File: src/rtl/sdram_tester_pkg.sv
// sdram_tester_pkg: shared state encoding and LFSR helper for sdram_tester.
package sdram_tester_pkg;

  typedef enum logic [2:0] {
    IDLE,
    WR_ISSUE,
    WR_WAIT,
    RD_ISSUE,
    RD_WAIT,
    DONE
  } state_t;

  localparam logic [15:0] LfsrTaps = 16'hB400;

  // Galois LFSR, right shift: feed the dropped bit back through the tap mask.
  function automatic logic [15:0] lfsr_next(input logic [15:0] v);
    return (v >> 1) ^ (v[0] ? LfsrTaps : 16'h0000);
  endfunction

endpackage

File: src/rtl/sdram_tester.sv
// sdram_tester: writes an LFSR pattern over words 0..WordCount-1 through the
// SDRAM controller command port, reads it back and reports pass/fail.
// Optional build macro SDRAM_TESTER_STOP_ON_ERR_EN: finish on first mismatch.
module sdram_tester
  import sdram_tester_pkg::*;
#(
  parameter int unsigned AddrWidth     = 23,
  parameter int unsigned WordCount     = 8388608,
  parameter logic [15:0] Seed          = 16'hACE1,
  parameter int unsigned TimeoutCycles = 1024
) (
  input  logic                 clk,
  input  logic                 rst_,
  input  logic                 start,
  output logic                 cmdTrigger,
  output logic [AddrWidth-1:0] cmdAddr,
  output logic                 cmdWrite,
  output logic [15:0]          cmdWriteData,
  input  logic [15:0]          cmdReadData,
  input  logic                 cmdDone,
  output logic                 busy,
  output logic                 pass,
  output logic                 fail,
  output logic                 timeout,
  output logic [15:0]          errCount,
  output logic [AddrWidth-1:0] failAddr
);

  localparam int unsigned          WdWidth  = $clog2(TimeoutCycles) + 1;
  localparam logic [AddrWidth-1:0] LastAddr = AddrWidth'(WordCount - 1);
  localparam logic [WdWidth-1:0]   WdLast   = WdWidth'(TimeoutCycles - 1);

  state_t               state, state_n;
  logic [AddrWidth-1:0] addr;
  logic [15:0]          lfsr;
  logic [WdWidth-1:0]   wd_cnt;
  logic                 cmd_seen;
  logic                 err_hit;
  logic                 wd_expire;
  logic                 is_last;
  logic                 blank;
  logic                 wd_hit;

  assign is_last = (addr == LastAddr);
  // The watchdog restarts on every state entry, so a zero count inside a
  // WAIT state marks the blanking cycle right after the trigger.
  assign blank   = (wd_cnt == '0);
  assign wd_hit  = (wd_cnt == WdLast);

  assign cmdAddr      = addr;
  assign cmdWriteData = lfsr;
  assign cmdWrite     = (state == WR_ISSUE) || (state == WR_WAIT);

  // State register.
  always_ff @(posedge clk or negedge rst_) begin
    if (!rst_) state <= IDLE;
    else       state <= state_n;
  end

  // Next-state, command strobe and completion/timeout decode.
  always_comb begin
    state_n    = state;
    cmdTrigger = 1'b0;
    cmd_seen   = 1'b0;
    err_hit    = 1'b0;
    wd_expire  = 1'b0;
    unique case (state)
      IDLE: begin
        if (start) state_n = WR_ISSUE;
      end
      WR_ISSUE, RD_ISSUE: begin
        if (cmdDone) begin
          cmdTrigger = 1'b1;
          state_n    = (state == WR_ISSUE) ? WR_WAIT : RD_WAIT;
        end else if (wd_hit) begin
          wd_expire = 1'b1;
          state_n   = DONE;
        end
      end
      WR_WAIT: begin
        if (!blank && cmdDone) begin
          cmd_seen = 1'b1;
          state_n  = is_last ? RD_ISSUE : WR_ISSUE;
        end else if (wd_hit) begin
          wd_expire = 1'b1;
          state_n   = DONE;
        end
      end
      RD_WAIT: begin
        if (!blank && cmdDone) begin
          cmd_seen = 1'b1;
          err_hit  = (cmdReadData != lfsr);
          state_n  = is_last ? DONE : RD_ISSUE;
`ifdef SDRAM_TESTER_STOP_ON_ERR_EN
          if (cmdReadData != lfsr) state_n = DONE;
`endif
        end else if (wd_hit) begin
          wd_expire = 1'b1;
          state_n   = DONE;
        end
      end
      DONE: begin
        state_n = IDLE;
      end
      default: begin
        state_n = IDLE;
      end
    endcase
  end

  // Address/LFSR sequencing, watchdog, error capture and run status.
  always_ff @(posedge clk or negedge rst_) begin
    if (!rst_) begin
      addr     <= '0;
      lfsr     <= '0;
      wd_cnt   <= '0;
      busy     <= 1'b0;
      pass     <= 1'b0;
      fail     <= 1'b0;
      timeout  <= 1'b0;
      errCount <= '0;
      failAddr <= '0;
    end else begin
      if (state_n != state || state == IDLE || state == DONE) wd_cnt <= '0;
      else                                                    wd_cnt <= wd_cnt + 1'b1;

      if (state == IDLE && start) begin
        addr     <= '0;
        lfsr     <= Seed;
        busy     <= 1'b1;
        pass     <= 1'b0;
        fail     <= 1'b0;
        timeout  <= 1'b0;
        errCount <= '0;
        failAddr <= '0;
      end

      if (cmd_seen) begin
        if (is_last) begin
          addr <= '0;
          lfsr <= Seed;
        end else begin
          addr <= addr + 1'b1;
          lfsr <= lfsr_next(lfsr);
        end
      end

      if (err_hit) begin
        if (errCount != '1) errCount <= errCount + 1'b1;
        if (errCount == '0) failAddr <= addr;
      end

      if (wd_expire) timeout <= 1'b1;

      if (state_n == DONE) begin
        busy <= 1'b0;
        pass <= !wd_expire && (errCount == '0) && !err_hit;
        fail <= wd_expire || (errCount != '0) || err_hit;
      end
    end
  end

endmodule

File: config.mk
export PLATFORM = sky130hd
export DESIGN_NAME = sdram_tester
export DESIGN_NICKNAME = d
export VERILOG_FILES = /design/src/rtl/sdram_tester_pkg.sv /design/src/rtl/sdram_tester.sv
export SDC_FILE = /design/constraint.sdc
export NUM_CORES = 1
export LEC_CHECK = 0
export ABC_AREA = 1
export CORE_MARGIN = 2
export CORE_UTILIZATION = 53
export DETAILED_ROUTE_END_ITERATION = 8
export GPL_ROUTABILITY_DRIVEN = 0
export MAX_ROUTING_LAYER = met4
export PLACE_DENSITY = 0.81
export SLEW_MARGIN = 20
export SYNTH_ARGS = -nofsm -noshare
export SYNTH_HDL_FRONTEND = slang
export SYNTH_SLANG_ARGS = --single-unit
File: constraint.sdc
create_clock -name clk -period 2.6 [get_ports clk]
set_clock_uncertainty 0.15 [all_clocks]
set_input_delay 0.39 -clock clk [delete_from_list [all_inputs] [get_ports clk]]
set_output_delay 0.39 -clock clk [all_outputs]
set_load 0.05 [all_outputs]
After elaboration in Yosys (flattened, before gate mapping)
Cells that the tools add are included.
{ "word_totals": {"rom_bits": 0, "ram_bits": 0, "latch_bits": 0, "n_memories": 0, "reg_bits": 96} }
{ "classes": {"addsub": 3, "reduce_logical": 21, "eq_ne": 11, "div": 0, "bitwise": 1, "shifts": 0, "multipliers": 0, "n_mux": 39, "magnitude_cmp": 0} }
{ "op_table": {"columns": ["cell", "n"], "rows": [
  ["23-bit two-way mux", 6],
  ["16-bit two-way mux", 7],
  ["23-bit by 1-bit adder with 23-bit output, second input constant", 1],
  ["23-bit == test, second input constant", 1],
  ["3-bit two-way mux", 7],
  ["16-bit by 1-bit adder with 16-bit output, second input constant", 1],
  ["16-bit zero test", 1],
  ["16-bit != test", 1],
  ["16-bit != test, second input constant", 1],
  ["16-bit nonzero test", 1],
  ["15-bit by 16-bit XOR with 16-bit output", 1],
  ["1-bit two-way mux", 15],
  ["3-bit one-hot mux with 4 select lines", 1],
  ["11-bit by 1-bit adder with 11-bit output, second input constant", 1],
  ["11-bit by 10-bit == test with 1-bit output, second input constant", 1],
  ["11-bit zero test", 1],
  ["11-bit two-way mux", 1],
  ["3-bit == test, second input constant", 3],
  ["3-bit by 2-bit == test with 1-bit output, second input constant", 2],
  ["2-bit nonzero test", 3],
  ["1-bit logical OR", 5],
  ["1-bit logical AND", 4],
  ["2-bit OR reduction", 2],
  ["3-bit by 1-bit == test with 1-bit output, second input constant", 1],
  ["other kinds (5)", 7]
]} }

Logic depth before layout (Yosys ltp)
{ "logic_depth": {"ltp_word": 9, "ltp_mapped": 13, "depth_no_buf": 13} }

Worst setup path after synthesis
No wires, ideal clock.
{ "synth_path": {"kind": "register to register", "from": "reg addr[0] (netlist: cmdAddr[0])", "to": "reg wd_cnt[2]", "path_stages_with_launch": 12, "t_arrival_ns": 1.952, "required_time_ns": 2.329, "path_slack_ns": 0.378, "path_cell_list": "dfrtp_1 > ha_1 > nand3_1 > nor2_4 > nand2_2 > nor2_4 > nand3_2 > nand4_1 > nand2_1 > nand2_2 > buf_6 > nor2_2"} }
{ "synth_via": {"elab_chain_cells": 8, "elab_cells_between_ends": 10, "cone_classes": "eq/ne (2); mux (6); reduce/logical (2)"} }
{ "synth_lines": {"columns": ["item", "line", "rtl"], "rows": [
  ["from (decl)", "sdram_tester.sv:34", "logic [AddrWidth-1:0] addr;"],
  ["from (signal assigned)", "sdram_tester.sv:143", "addr <= addr + 1'b1;"],
  ["23-bit == test *", "sdram_tester.sv:44", "assign is_last = (addr == LastAddr);"],
  ["3-bit two-way mux / 2-bit two-way mux (equally long branches)", "sdram_tester.sv:93, sdram_tester.sv:83", null],
  ["3-bit two-way mux (on tied branches)", "sdram_tester.sv:90, sdram_tester.sv:81", null],
  ["3-bit one-hot mux with 4 select lines *", "sdram_tester.sv:67", "unique case (state)"],
  ["3-bit != test *", "sdram_tester.sv:124", "if (state_n != state || state == IDLE || state == DONE) wd_cnt <= '0;"],
  ["1-bit logical OR * (2 in a row)", "sdram_tester.sv:124", null],
  ["11-bit two-way mux *", "sdram_tester.sv:124", null],
  ["to (signal assigned)", "sdram_tester.sv:125", "else wd_cnt <= wd_cnt + 1'b1;"],
  ["to (decl)", "sdram_tester.sv:36", "logic [WdWidth-1:0] wd_cnt;"]
]} }
Every way passes the cells marked *; elsewhere a longest branch is shown, timed or not.
A chain may end at the register's enable or synchronous reset.

Worst setup path in the final report
{ "layout_path": {"from": "reg addr[0] (netlist: cmdAddr[0])", "to": "reg addr[9] (netlist: cmdAddr[9])"} }
{ "layout_via": {"elab_chain_cells": 3, "elab_cells_between_ends": 4, "cone_classes": "add/sub (1); eq/ne (1); mux (2)"} }
{ "layout_lines": {"columns": ["item", "line", "rtl"], "rows": [
  ["23-bit by 1-bit adder with 23-bit output / 23-bit == test (equally long branches)", "sdram_tester.sv:143, sdram_tester.sv:44", null],
  ["23-bit two-way mux *", "sdram_tester.sv:139", "if (is_last) begin"],
  ["23-bit two-way mux *", "sdram_tester.sv:138", "if (cmd_seen) begin"]
]} }
Marks and branches as above.

==> summary.txt <==
Route
  – Via count: approximately 5300
  – First-pass iteration count of the detailed router: 5
  – Post-route ant nets: 0
  – # DRC: 0
  – Iter 0 DRT Violations: ~430
  – Final wirelength: around 14 mm
  – WL/cell: between 10 and 15 um
  – Drt via density: 5.40

STA
  – Final setup fails: 0
  – Fmax: 419 MHz
  – Tmin final: 2.39 ns
  – Final-report max-slew violation count: 0
  – Setup TNS: 0 ns
  – Final hold vios: 0
  – Final period util: 91.7%
  – Max-slew headroom: 60.2%
  – RSZ-0062 raised after global routing: no
  – Slew @ Worst Pin: 0.598 ns

Clock tree
  – CTS Root Cell: clkbuf_8
  – Number of CTS-inserted buffers: 9
  – Worst skew pair latency: 0.37 ns
  – TritonCTS clock tree: yes
  – Clk pin slew, worst setup/hold paths: 0.09 ns
  – Number of H-tree levels: 3
  – CTS Buffer Depth: 2
  – # clock sinks: 96

Layout
  – Share of layout cells above drive strength 1: 10.5%
  – Sequential Area: approximately 0.0024 mm^2
  – Fill count: 865
  – Diode count: 0
  – Multi-input gate area: 0.00273 mm^2
  – Syn-to-layout area delta: 25.5%
  – Nets@finish: 866

Placement
  – Detail Placement HPWL: 10.6 mm
  – IO Port Bufs: 103

Synth
  – Commonest register cell after synthesis: dfrtp_1
  – Synthesized cell area: 0.00567 mm^2
  – Register area share after synthesis: 42.4%
  – Top post-synthesis cells by area: dfrtp_1 42%, nand2_1 10%, inv_1 6.5%
  – Count leader, synth: nand2_1
  – Ys async rst share: 100%
  – Yosys warnings: 0
  – Synth area leader: dfrtp_1
  – FF+latch count, synth: 96
  – Net Count, Synth: 763
  – Number of synthesized flops with an enable pin: 0
  – Cells after synthesis: 738
  – Post-synthesis cell type count: 37
  – Post-Syn Area per Cell: 7.68 um^2
  – Top cell type's share of synthesized area: 42.4%
  – Post-synth top cells: 157 x nand2_1, 98 x inv_1, 96 x dfrtp_1, 87 x nor2_1, 58 x nand3_1

GRT
  – Grt total ovfl: 0
  – Vias in the first global route: ~5000
  – First-pass GRT wire length: 23.9 mm
  – Largest net degree at the start of global routing: 52
  – Initial antenna violation count: 0
  – Gr usage total: 26.8%

Setup path
  – Crit path max fanout: 22
  – CP Launch Type: flop
  – WS Path Type: flop to flop
  – Worst path required time: about 2.7 ns
  – Setup crit end kind: flop
  – Reg2reg path depth: 10
  – Reg-to-Reg End: cmdAddr[9]
  – Reg2Reg Launch Point: cmdAddr[0]
  – R2R setup slack: 0.21 ns
  – CP arrival: 2.50 ns

Hold path
  – Hold path startpoint: timeout
  – Hold Path Class: flop to flop
  – Hold Path End: timeout
  – Hold Crit Depth: 2

Floorplan
  – Initial Util: roughly 55%
  – Die area: around 0.012 mm^2
  – Die width: 107 um
  – Row count: 37
  – Core ar.: 0.0104 mm^2
  – # IOs: ~100
  – Die height: 107 um

Power
  – P_leak: 3.23 nW
  – PD cells: about 630 mW/mm^2
  – Total power: 4.48 mW
  – Max VDD drop: 0.000528 V

Flow run
  – Max Cap Violations: 0

Status
  – Status: finished, final reports clean
==> sequential cells by signal (all words and copies together), names as in the netlist <==
signal and flops:
cmdWriteData 16, errCount 16, busy 1, wd_cnt 11, timeout 1, fail 1, cmdAddr 23, state 3
failAddr 23, pass 1
==> per-stage QoR <==
| step | worst slack [ns] | cell area [um^2] | std cells | utilization, % | hold WS (ns) |
|---|---|---|---|---|---|
| 3_5_place_dp | 0.180 | 6840 | 965 | 66.0 | 0.286 |
| 3_3_place_gp | 0.283 | 6840 | 965 | 66.0 | 0.276 |
| 6_report | 0.215 | 7120 | 982 | 68.6 | 0.343 |
| 4_1_cts | 0.231 | 7120 | 982 | 68.6 | 0.351 |
| 5_1_grt | 0.00255 | 7120 | 982 | 68.6 | 0.380 |
| 2_1_floorplan | 0.378 | 5670 | 738 | - | -0.0556 |
==> critical path: stages, from the launching register on <==
cell	delay [ns]
dfrtp_1	0.45
ha_1	0.22
nand3_1	0.16
nor2_4	0.24
nand2_2	0.13
nor2_4	0.14
nor2_4	0.06
inv_2	0.31
nand2_2	0.17
o21ai_1	0.15
a21oi_1	0.09
==> layout make-up <==
cell class	instances	share of cell area, %
sequential	96	33.7
clock buffer	12	2.32
tap	136	2.39
clock inverter	4	1.39
inverter	103	5.47
multi-input combinational	516	38.3
timing repair buffer	115	16.4
==> layer usage <==
metal / routed length [um] / up-vias / GRT usage (%)
li1: - / 2551 / -
met1: 6340 / 2456 / 36.6
met2: 6770 / 265 / 40.6
met3: 1060 / 34 / 4.24
met4: 307 / 0 / 9.89
met5: 0 / - / -
==> timing repair <==
action	CTS	global route
buffers inserted	0	0
hold buffers	1	0
endpoints found under the hold margin	45	0
resized for setup	0	0
==> cell families (layout without fill, tap and decap cells) <==
| group | after synthesis | count (layout) | synth area share (%) |
|---|---|---|---|
| AO/OA/AOI/OAI | 90 | 90 | 9.33 |
| XOR/XNOR | 45 | 45 | 6.95 |
| adder cells (fa/ha/maj) | 5 | 5 | 1.10 |
| buffers and inverters | 126 | 234 | 9.55 |
| flip-flops | 96 | 96 | 42.4 |
| AND/OR/NAND/NOR | 376 | 376 | 30.7 |
==> cells in the final DEF, fill, tap and decap left out, types with 2 or more instances in the layout <==
cell type / n
xor2_1: 30
o21ai_1: 18
xnor2_1: 15
o21ai_0: 21
or2_2: 2
o21ai_2: 13
nand3b_1: 2
nand2_2: 7
clkbuf_8: 12
nand4_1: 12
inv_2: 4
buf_12: 4
nor2_2: 16
inv_1: 98
nand2_4: 3
ha_1: 5
nor2_1: 87
bufinv_16: 3
o211ai_1: 2
a21oi_1: 18
nand2_1: 157
buf_4: 10
nor2_4: 5
nand3_2: 5
o22ai_1: 14
nand3_1: 58
clkdlybuf4s50_1: 100
nor3_1: 17
a31oi_1: 2
dfrtp_1: 96
==> worst max-delay path by stage <==
stage | endpoint | start
global placement | wd_cnt[10] | cmdDone
detailed placement | wd_cnt[10] | cmdDone
floorplan | wd_cnt[2] | cmdAddr[0]
CTS | errCount[6] | errCount[6]
finish | cmdAddr[9] | cmdAddr[0]
global route | cmdAddr[9] | cmdAddr[0]
==> where the power goes <==
group / total, mW / switching (mW) / internal (mW)
clock network: 1.25 / 0.526 / 0.720
logic: 1.50 / 1.01 / 0.489
registers: 1.73 / 0.142 / 1.59
No activity file was read; power rests on OpenSTA's default activity.
